## config.mk

```make
export PLATFORM = sky130hd
export DESIGN_NAME = instr_fetch_flat
export DESIGN_NICKNAME = d
export VERILOG_FILES = /design/src/rtl/instr_fetch_pkg.sv /design/src/rtl/instr_fetch_if.sv /design/src/rtl/instr_fetch.sv /design/src/flat_wrapper.sv
export SDC_FILE = /design/constraint.sdc
export NUM_CORES = 1
export LEC_CHECK = 0
export BUFFER_PORTS_ARGS = -buffer_cell sky130_fd_sc_hd__buf_2
export CORE_MARGIN = 3
export CORE_UTILIZATION = 61
export DETAILED_ROUTE_END_ITERATION = 12
export PLACE_DENSITY = 0.85
export RECOVER_POWER = 100
export SLEW_MARGIN = 20
export SYNTH_ARGS = -nofsm -noshare
export SYNTH_HDL_FRONTEND = slang
export SYNTH_SLANG_ARGS = --single-unit
export TNS_END_PERCENT = 10
```

## constraint.sdc

```tcl
create_clock -name CLK -period 3.1 [get_ports CLK]
set_input_delay 0.465 -clock CLK [delete_from_list [all_inputs] [get_ports CLK]]
set_output_delay 0.465 -clock CLK [all_outputs]
set_load 0.1 [all_outputs]
```

## src/rtl/instr_fetch_pkg.sv

```systemverilog
// Shared types and constants for the instruction fetch stage.
// Widths match the decoder's 12-bit AddrImm field and 16-bit instruction word.
package instr_fetch_pkg;

  localparam int ADDR_W  = 12;
  localparam int INSTR_W = 16;

  localparam logic [ADDR_W-1:0] RESET_PC = 12'h000;

  typedef enum logic [1:0] {
    IDLE = 2'd0,
    REQ  = 2'd1,
    HOLD = 2'd2
  } state_e;

endpackage

```

## src/rtl/instr_fetch_if.sv

```systemverilog
// Instruction memory req/ack bus between the fetch stage (master) and memory (slave).
interface instr_fetch_if;
  import instr_fetch_pkg::*;

  logic               MemReq;
  logic [ADDR_W-1:0]  MemAddr;
  logic               MemAck;
  logic [INSTR_W-1:0] MemData;

  modport master (output MemReq, MemAddr, input MemAck, MemData);
  modport slave  (input MemReq, MemAddr, output MemAck, MemData);

endinterface

```

## src/rtl/instr_fetch.sv

```systemverilog
// Instruction fetch stage: PC, req/ack fetch from instruction memory, one-deep hold
// buffer for downstream stall, and redirect with squash of an in-flight request.
//
// state | meaning
// IDLE  | no request outstanding; waits for Run
// REQ   | request outstanding at mem_addr_q; may carry a pending squash
// HOLD  | fetched word parked in the hold buffer until Stall drops
module instr_fetch
  import instr_fetch_pkg::*;
#(
  parameter logic [ADDR_W-1:0] RESET_ADDR = RESET_PC
) (
  input  logic               CLK,
  input  logic               RSTn,
  input  logic               Run,
  input  logic               Stall,
  input  logic               Redirect,
  input  logic [ADDR_W-1:0]  Target,
  instr_fetch_if.master      mem,
  output logic [INSTR_W-1:0] Instr,
  output logic               InstrValid,
  output logic [ADDR_W-1:0]  InstrPC
);

  state_e             state_q;
  logic [ADDR_W-1:0]  pc_q;
  logic               mem_req_q;
  logic [ADDR_W-1:0]  mem_addr_q;
  logic [INSTR_W-1:0] instr_q;
  logic               instr_valid_q;
  logic [ADDR_W-1:0]  instr_pc_q;
  logic               squash_q;
  logic [ADDR_W-1:0]  squash_pc_q;
  logic [INSTR_W-1:0] hold_data_q;
  logic [ADDR_W-1:0]  hold_pc_q;

  logic [ADDR_W-1:0]  pc_inc;
  logic [ADDR_W-1:0]  redir_pc;

  assign pc_inc   = pc_q + 1'b1;
  // A live Redirect on the ack cycle overrides any previously latched target.
  assign redir_pc = Redirect ? Target : squash_pc_q;

  always_ff @(posedge CLK) begin
    if (!RSTn) begin
      state_q       <= IDLE;
      pc_q          <= RESET_ADDR;
      mem_req_q     <= 1'b0;
      mem_addr_q    <= RESET_ADDR;
      instr_q       <= '0;
      instr_valid_q <= 1'b0;
      instr_pc_q    <= '0;
      squash_q      <= 1'b0;
      squash_pc_q   <= '0;
      hold_data_q   <= '0;
      hold_pc_q     <= '0;
    end else begin
      instr_valid_q <= 1'b0;
      case (state_q)
        IDLE: begin
          if (Redirect) pc_q <= Target;
          if (Run) begin
            state_q    <= REQ;
            mem_req_q  <= 1'b1;
            mem_addr_q <= Redirect ? Target : pc_q;
          end
        end
        REQ: begin
          if (mem.MemAck) begin
            if (Redirect || squash_q) begin
              squash_q   <= 1'b0;
              pc_q       <= redir_pc;
              state_q    <= Run ? REQ : IDLE;
              mem_req_q  <= Run;
              mem_addr_q <= redir_pc;
            end else if (Stall) begin
              hold_data_q <= mem.MemData;
              hold_pc_q   <= pc_q;
              pc_q        <= pc_inc;
              state_q     <= HOLD;
              mem_req_q   <= 1'b0;
            end else begin
              instr_q       <= mem.MemData;
              instr_pc_q    <= pc_q;
              instr_valid_q <= 1'b1;
              pc_q          <= pc_inc;
              state_q       <= Run ? REQ : IDLE;
              mem_req_q     <= Run;
              mem_addr_q    <= pc_inc;
            end
          end else if (Redirect) begin
            // Address must stay put until the ack; remember where to go afterwards.
            squash_q    <= 1'b1;
            squash_pc_q <= Target;
          end
        end
        HOLD: begin
          if (Redirect) begin
            pc_q       <= Target;
            state_q    <= Run ? REQ : IDLE;
            mem_req_q  <= Run;
            mem_addr_q <= Target;
          end else if (!Stall) begin
            instr_q       <= hold_data_q;
            instr_pc_q    <= hold_pc_q;
            instr_valid_q <= 1'b1;
            state_q       <= Run ? REQ : IDLE;
            mem_req_q     <= Run;
            mem_addr_q    <= pc_q;
          end
        end
        default: begin
          state_q   <= IDLE;
          mem_req_q <= 1'b0;
        end
      endcase
    end
  end

  assign mem.MemReq  = mem_req_q;
  assign mem.MemAddr = mem_addr_q;
  assign Instr       = instr_q;
  assign InstrValid  = instr_valid_q;
  assign InstrPC     = instr_pc_q;

endmodule

```

## src/flat_wrapper.sv

```systemverilog
// flat-port wrapper written by rule: the top's interface ports become plain ports
module instr_fetch_flat import instr_fetch_pkg::*;
#(
  parameter logic [ADDR_W-1:0] RESET_ADDR = RESET_PC
)
  (CLK, RSTn, Run, Stall, Redirect, Target, Instr, InstrValid, InstrPC, mem_MemReq, mem_MemAddr, mem_MemAck, mem_MemData);
  instr_fetch_if mem_i ();
  input  logic CLK;
  input  logic RSTn;
  input  logic Run;
  input  logic Stall;
  input  logic Redirect;
  input  logic [ADDR_W-1:0] Target;
  output logic [INSTR_W-1:0] Instr;
  output logic InstrValid;
  output logic [ADDR_W-1:0] InstrPC;
  output wire logic [$bits(mem_i.MemReq)-1:0] mem_MemReq;
  output wire logic [$bits(mem_i.MemAddr)-1:0] mem_MemAddr;
  input wire logic [$bits(mem_i.MemAck)-1:0] mem_MemAck;
  input wire logic [$bits(mem_i.MemData)-1:0] mem_MemData;
  assign mem_MemReq = mem_i.MemReq;
  assign mem_MemAddr = mem_i.MemAddr;
  assign mem_i.MemAck = mem_MemAck;
  assign mem_i.MemData = mem_MemData;
  instr_fetch #(.RESET_ADDR(RESET_ADDR)) u_core (.CLK(CLK), .RSTn(RSTn), .Run(Run), .Stall(Stall), .Redirect(Redirect), .Target(Target), .mem(mem_i), .Instr(Instr), .InstrValid(InstrValid), .InstrPC(InstrPC));
endmodule
```

**Word level (Yosys, flattened, before mapping)**

Index checks and enable logic that the tools add are counted.
W data, S select, Z words.

- Magnitude comparators: 0
- Equality and inequality tests: 11
- Multiply operators: 0
- Reductions and logical operators: 14
- Div/mod/pow operators: 0
- Shifts and indexed selects: 0
- Muxes and demuxes: 46
- Add/sub/neg operators: 1
- Bitwise logic cells: 2

Operators by type and width:

| operator | count |
|---|---|
| $mux W12 | 14 |
| $mux W16 | 5 |
| $pmux W12 S2 | 2 |
| $pmux W12 S3 | 1 |
| $pmux W16 S2 | 1 |
| $mux W1 | 14 |
| $add A12 B1 Y12 const B | 1 |
| $mux W2 | 6 |
| $ne A2 B2 Y1 const B | 6 |
| $pmux W2 S3 | 1 |
| $reduce_and A3 Y1 | 2 |
| $reduce_and A6 Y1 | 1 |
| $reduce_bool A2 Y1 | 3 |
| $reduce_and A5 Y1 | 1 |
| $reduce_and A2 Y1 | 2 |
| $reduce_and A4 Y1 | 1 |
| $ne A3 B2 Y1 const B | 1 |
| $ne A3 B3 Y1 const B | 1 |
| $pmux W1 S3 | 1 |
| $reduce_bool A3 Y1 | 1 |
| $eq A2 B1 Y1 const B | 1 |
| $eq A2 B2 Y1 const B | 1 |
| $logic_not A2 Y1 | 1 |
| $ne A2 B1 Y1 const B | 1 |
| 4 further kinds | 5 |

- Bits in read-only memories: 0
- Output and inout bits: 42
- Memories: 0
- Bits in writable memories: 0
- Word-level logic and storage cells: 85
- Input bits: 34
- Latch bits: 0
- Register bits after elaboration: 97

**Logic depth before layout (Yosys ltp)**

- Depth in word-level cells: 5
- Mapped depth: 9
- Mapped depth without buffers: 7

**Worst setup path after synthesis**

OpenSTA, ideal clock, no wires.

- Kind: reg-to-reg
- Start: register u_core.state_q[0]
- End: register u_core.mem_addr_q[3] (netlist: u_core.mem.MemAddr[3])
- Data arrival time: 2.417 ns
- Clock period less this slack: 2.548 ns
- Path buffers: 1
- Required time: 2.969 ns
- Stages on the path, launching flop included: 9
- Slack: 0.552 ns
- Library setup time: 0.131 ns
- Cells stage by stage: dfxtp_1 -> inv_1 -> ha_1 -> buf_2 -> nand3b_1 -> o221ai_2 -> or3_1 -> nand3_1 -> o211ai_1

- Cells in the longest elaborated chain, start to end: 3
- Elaborated cells between the ends (all ways): 10
- Classes of those cells: eq/ne: 6; mux: 1; reduce/logical: 3

Ends and longest elaborated chain:

| item | line | RTL |
|---|---|---|
| from (decl) | instr_fetch.sv:25 | `state_e state_q;` |
| from (signal assigned) | instr_fetch.sv:73 | `state_q <= Run ? REQ : IDLE;` |
| from (signal assigned) | instr_fetch.sv:87 | `state_q <= Run ? REQ : IDLE;` |
| from (signal assigned) | instr_fetch.sv:100 | `state_q <= Run ? REQ : IDLE;` |
| $eq A2 B1 Y1, or another cell as far along | instr_fetch.sv:59 | `case (state_q)` |
| $ne A3 B2 Y1 (no source line), or another cell as far along | n/a |  |
| $reduce_and A5 Y1 (no source line) | n/a |  |
| to (signal assigned) | instr_fetch.sv:65 | `mem_addr_q <= Redirect ? Target : pc_q;` |
| to (signal assigned) | instr_fetch.sv:75 | `mem_addr_q <= redir_pc;` |
| to (signal assigned) | instr_fetch.sv:89 | `mem_addr_q <= pc_inc;` |
| to (decl) | instr_fetch.sv:28 | `logic [ADDR_W-1:0] mem_addr_q;` |

Several ways; a longest one is shown, not always the timed one.
A chain may end at the register's enable or synchronous reset.

**Final worst setup path**

- Start: register u_core.state_q[0]
- End: register u_core.hold_pc_q[10]

- Cells in the longest elaborated chain, start to end: 2

Ends and longest elaborated chain:

| item | line | RTL |
|---|---|---|
| $eq A2 B1 Y1 | instr_fetch.sv:59 |  |
| $reduce_and A4 Y1 (no source line) | n/a |  |
| to (signal assigned) | instr_fetch.sv:78 | `hold_pc_q <= pc_q;` |
| to (decl) | instr_fetch.sv:35 | `logic [ADDR_W-1:0] hold_pc_q;` |

No other way between the ends.

==> metrics.cfg <==
[status]
status = completed

[timing]
fin_worst_skew_ps = 11.2
slew_headroom_pct = 20.8
min_period_ps = 2780
hold_viol_final = 0
fin_hold_ws_ps = 304
fin_crit_sh_pct = 89.6
maxSlewViolCount = 0
setup_viol = 0
rsz0062_at_grt = false
setup_tns_ps = 0
fmax_mhz = 360
tightest_slew_ps = 1190
fin_ws_ps = 321

[floorplan]
die_area_um2 = 8930
die_h_um = 94.5
fp.coreArea_um2 = 7410
rows = 31
io_pins = 76
die_width_um = 94.5
initial_core_util_pct = 64.5

[logic_synthesis]
synth.distinct_cells = 45
ys_seq_area_share_pct = 40.2
synth.area.top_cells = dfxtp_1 (40%), mux2i_1 (12%), a21oi_1 (6.2%)
synth_seq_cells = 96
synth.most_common_cell = dfxtp_1
synth_area_um2 = 4780
synth_top_area_share_pct = 40.2
postSynthCellCount = 562
yosysWarningCount = 0
synth-edff-count = 0
ys.flop_type = dfxtp_1
synth.avg_cell_area_um2 = 8.50
yosys.area.top_type = dfxtp_1
ys_top_cells_by_count = dfxtp_1 (96), nand2_1 (78), nor2_1 (65)
syn_nets = 602
async_reset_ff_share_pct = 0

[global_routing]
grt_overflow = 0
grt_pass1_wl_um = 18000
grt_use_total_pct = 25.2
grt_pass1_vias = 3921
grt_max_degree = 57
antenna_found_initial = 0

[critical_path]
cp-startpoint = u_core.state_q[0]
worst-setup-path-type = reg2reg
start_kind = flip-flop
crit-reg2reg-launch = u_core.state_q[0]
worst_path_max_delay_cell = or3_1
crit_chain = ha_1 > nand2_1 > or3_1 > nand2_1 > a21oi_1
cpPeakStageDelay_ps = 840
arrival_ps = 3020
crit_top_cell = nand2_1
worstPathRequired_ps = 3340
endpoint_kind = flip-flop
crit_fanout = 28

[power]
vdd.ir_drop.worst_uv = 261
p_leak_uw = 0.00181
power_density_nw_per_um2 = 536

[placement]
dp.cells = 697
port_buffers = 75
dp_hpwl_um = 7500
dp_slack_ps = 376
finalWeightedCongestion = 0.870
placed_area_um2 = 5120

[clocking]
cts_sinks = 96
ctsHoldBuffers = 0
htreeDepth = 3
path_clk_slew_ps = 100
cts_buffers = 9
cts_tree = yes
cts_setup_buffers = 0
clock_path_buffers = 2
ctsResizeCount = 0
worstSkewPairLatency_ps = 370
root_buffer = clkbuf_8

[cells_and_area]
nFillCells = 589
diodes = 0
final_area_um2 = 5190
layout.nets = 649
drive_above_1_share_pct = 13.0
seq_area_um2 = 1920
synthToLayoutAreaGrowth_pct = 8.61
multi_input_area_um2 = 2520
final_cells = 713

[routing]
via_per_inst = 5.99
first_pass_iters = 5
first_iter_violations = 384
wl_per_cell_um = 15.8
drc = 0
antenna_left = 0
wirelength_um = 11300
num_vias = 4273

[worst_hold_path]
hold_class = in2reg
hp-start = Redirect

[flow_run]
maxCapViolCount = 0

metrics by stage:
| step | total power [uW] | utilization, % |
|---|---|---|
| 2_1_floorplan | 1890 | - |
| 3_3_place_gp | 2000 | 69.1 |
| 3_5_place_dp | 2020 | 69.1 |
| 4_1_cts | 2800 | 71.6 |
| 5_1_grt | 2880 | 70.1 |
| 6_report | 2780 | 70.1 |
flip-flops by register name, indices dropped and copies added (netlist names):
name	count
u_core.squash_q	1
u_core.InstrPC	12
u_core.squash_pc_q	12
u_core.mem.MemAddr	12
u_core.state_q	2
u_core.Instr	16
u_core.pc_q	12
u_core.hold_data_q	16
u_core.hold_pc_q	12
u_core.InstrValid	1
cells by family (layout without fill, tap and decap cells):
| logic type | after synthesis | in the layout | share of synthesized area, % |
|---|---|---|---|
| simple gates | 194 | 194 | 18.6 |
| compound gates | 152 | 152 | 21.3 |
| flops | 96 | 96 | 40.2 |
| buf+inv | 56 | 108 | 6.21 |
| mux | 55 | 55 | 11.5 |
| fa+ha+maj | 6 | 6 | 1.57 |
| xor+xnor | 3 | 3 | 0.550 |
report_power, final:
part           leakage (uW)  internal, uW  total (uW)  switching (uW)
logic              0.000940           160         621             461
registers          0.000780          1290        1360            68.6
clock network     0.0000916           310         800             490
area by class of cell:
| type | count | share of cell area, % |
|---|---|---|
| Multi-Input combinational cell | 410 | 48.5 |
| Sequential cell | 96 | 37.0 |
| Timing Repair Buffer | 85 | 8.00 |
| Clock buffer | 9 | 2.39 |
| Tap cell | 99 | 2.39 |
| Clock inverter | 7 | 1.21 |
| Inverter | 7 | 0.506 |
final timing paths:
check / endpoint / slack [ps] / cells after the start
hold / removal: u_core.InstrValid / 300 / 2
setup / recovery: u_core.hold_pc_q[10] / 320 / 5
setup reg to reg: u_core.hold_pc_q[10] / 320 / 5
hold reg to reg: u_core.mem.MemAddr[6] / 460 / 2
worst max-delay path: cells and delay by family (launching register included):
family                     cells  cell delay (ps)
and+or+nand+nor                3             1350
AOI/OAI and AO/OA              1               90
DFF                            1              450
adders and majority gates      1              750
per-layer routing:
layer  vias to the layer above  global-route usage (%)  part of all wire (%)
met5                         -                       0                     0
met3                        17                    3.11                   5.9
li1                       2083                       -                     -
met1                      2031                    33.5                    44
met2                       142                    41.4                    49
met4                         0                    11.1                   1.3
placed cells by master (no fill, tap or decap), drive strengths merged, types with 5 or more instances in the layout:
master	synthesis	final
nand3b	6	6
dfxtp	96	96
a31oi	7	7
mux2i	55	55
clkbuf	16	53
o211ai	5	5
ha	6	6
nand2	78	78
o21ai	33	33
inv	7	11
nor3	8	8
a211oi	38	38
nand3	11	11
o31a	6	6
a21oi	59	59
nor2	68	68
buf	33	41
Power figures use the tool's default switching activity.
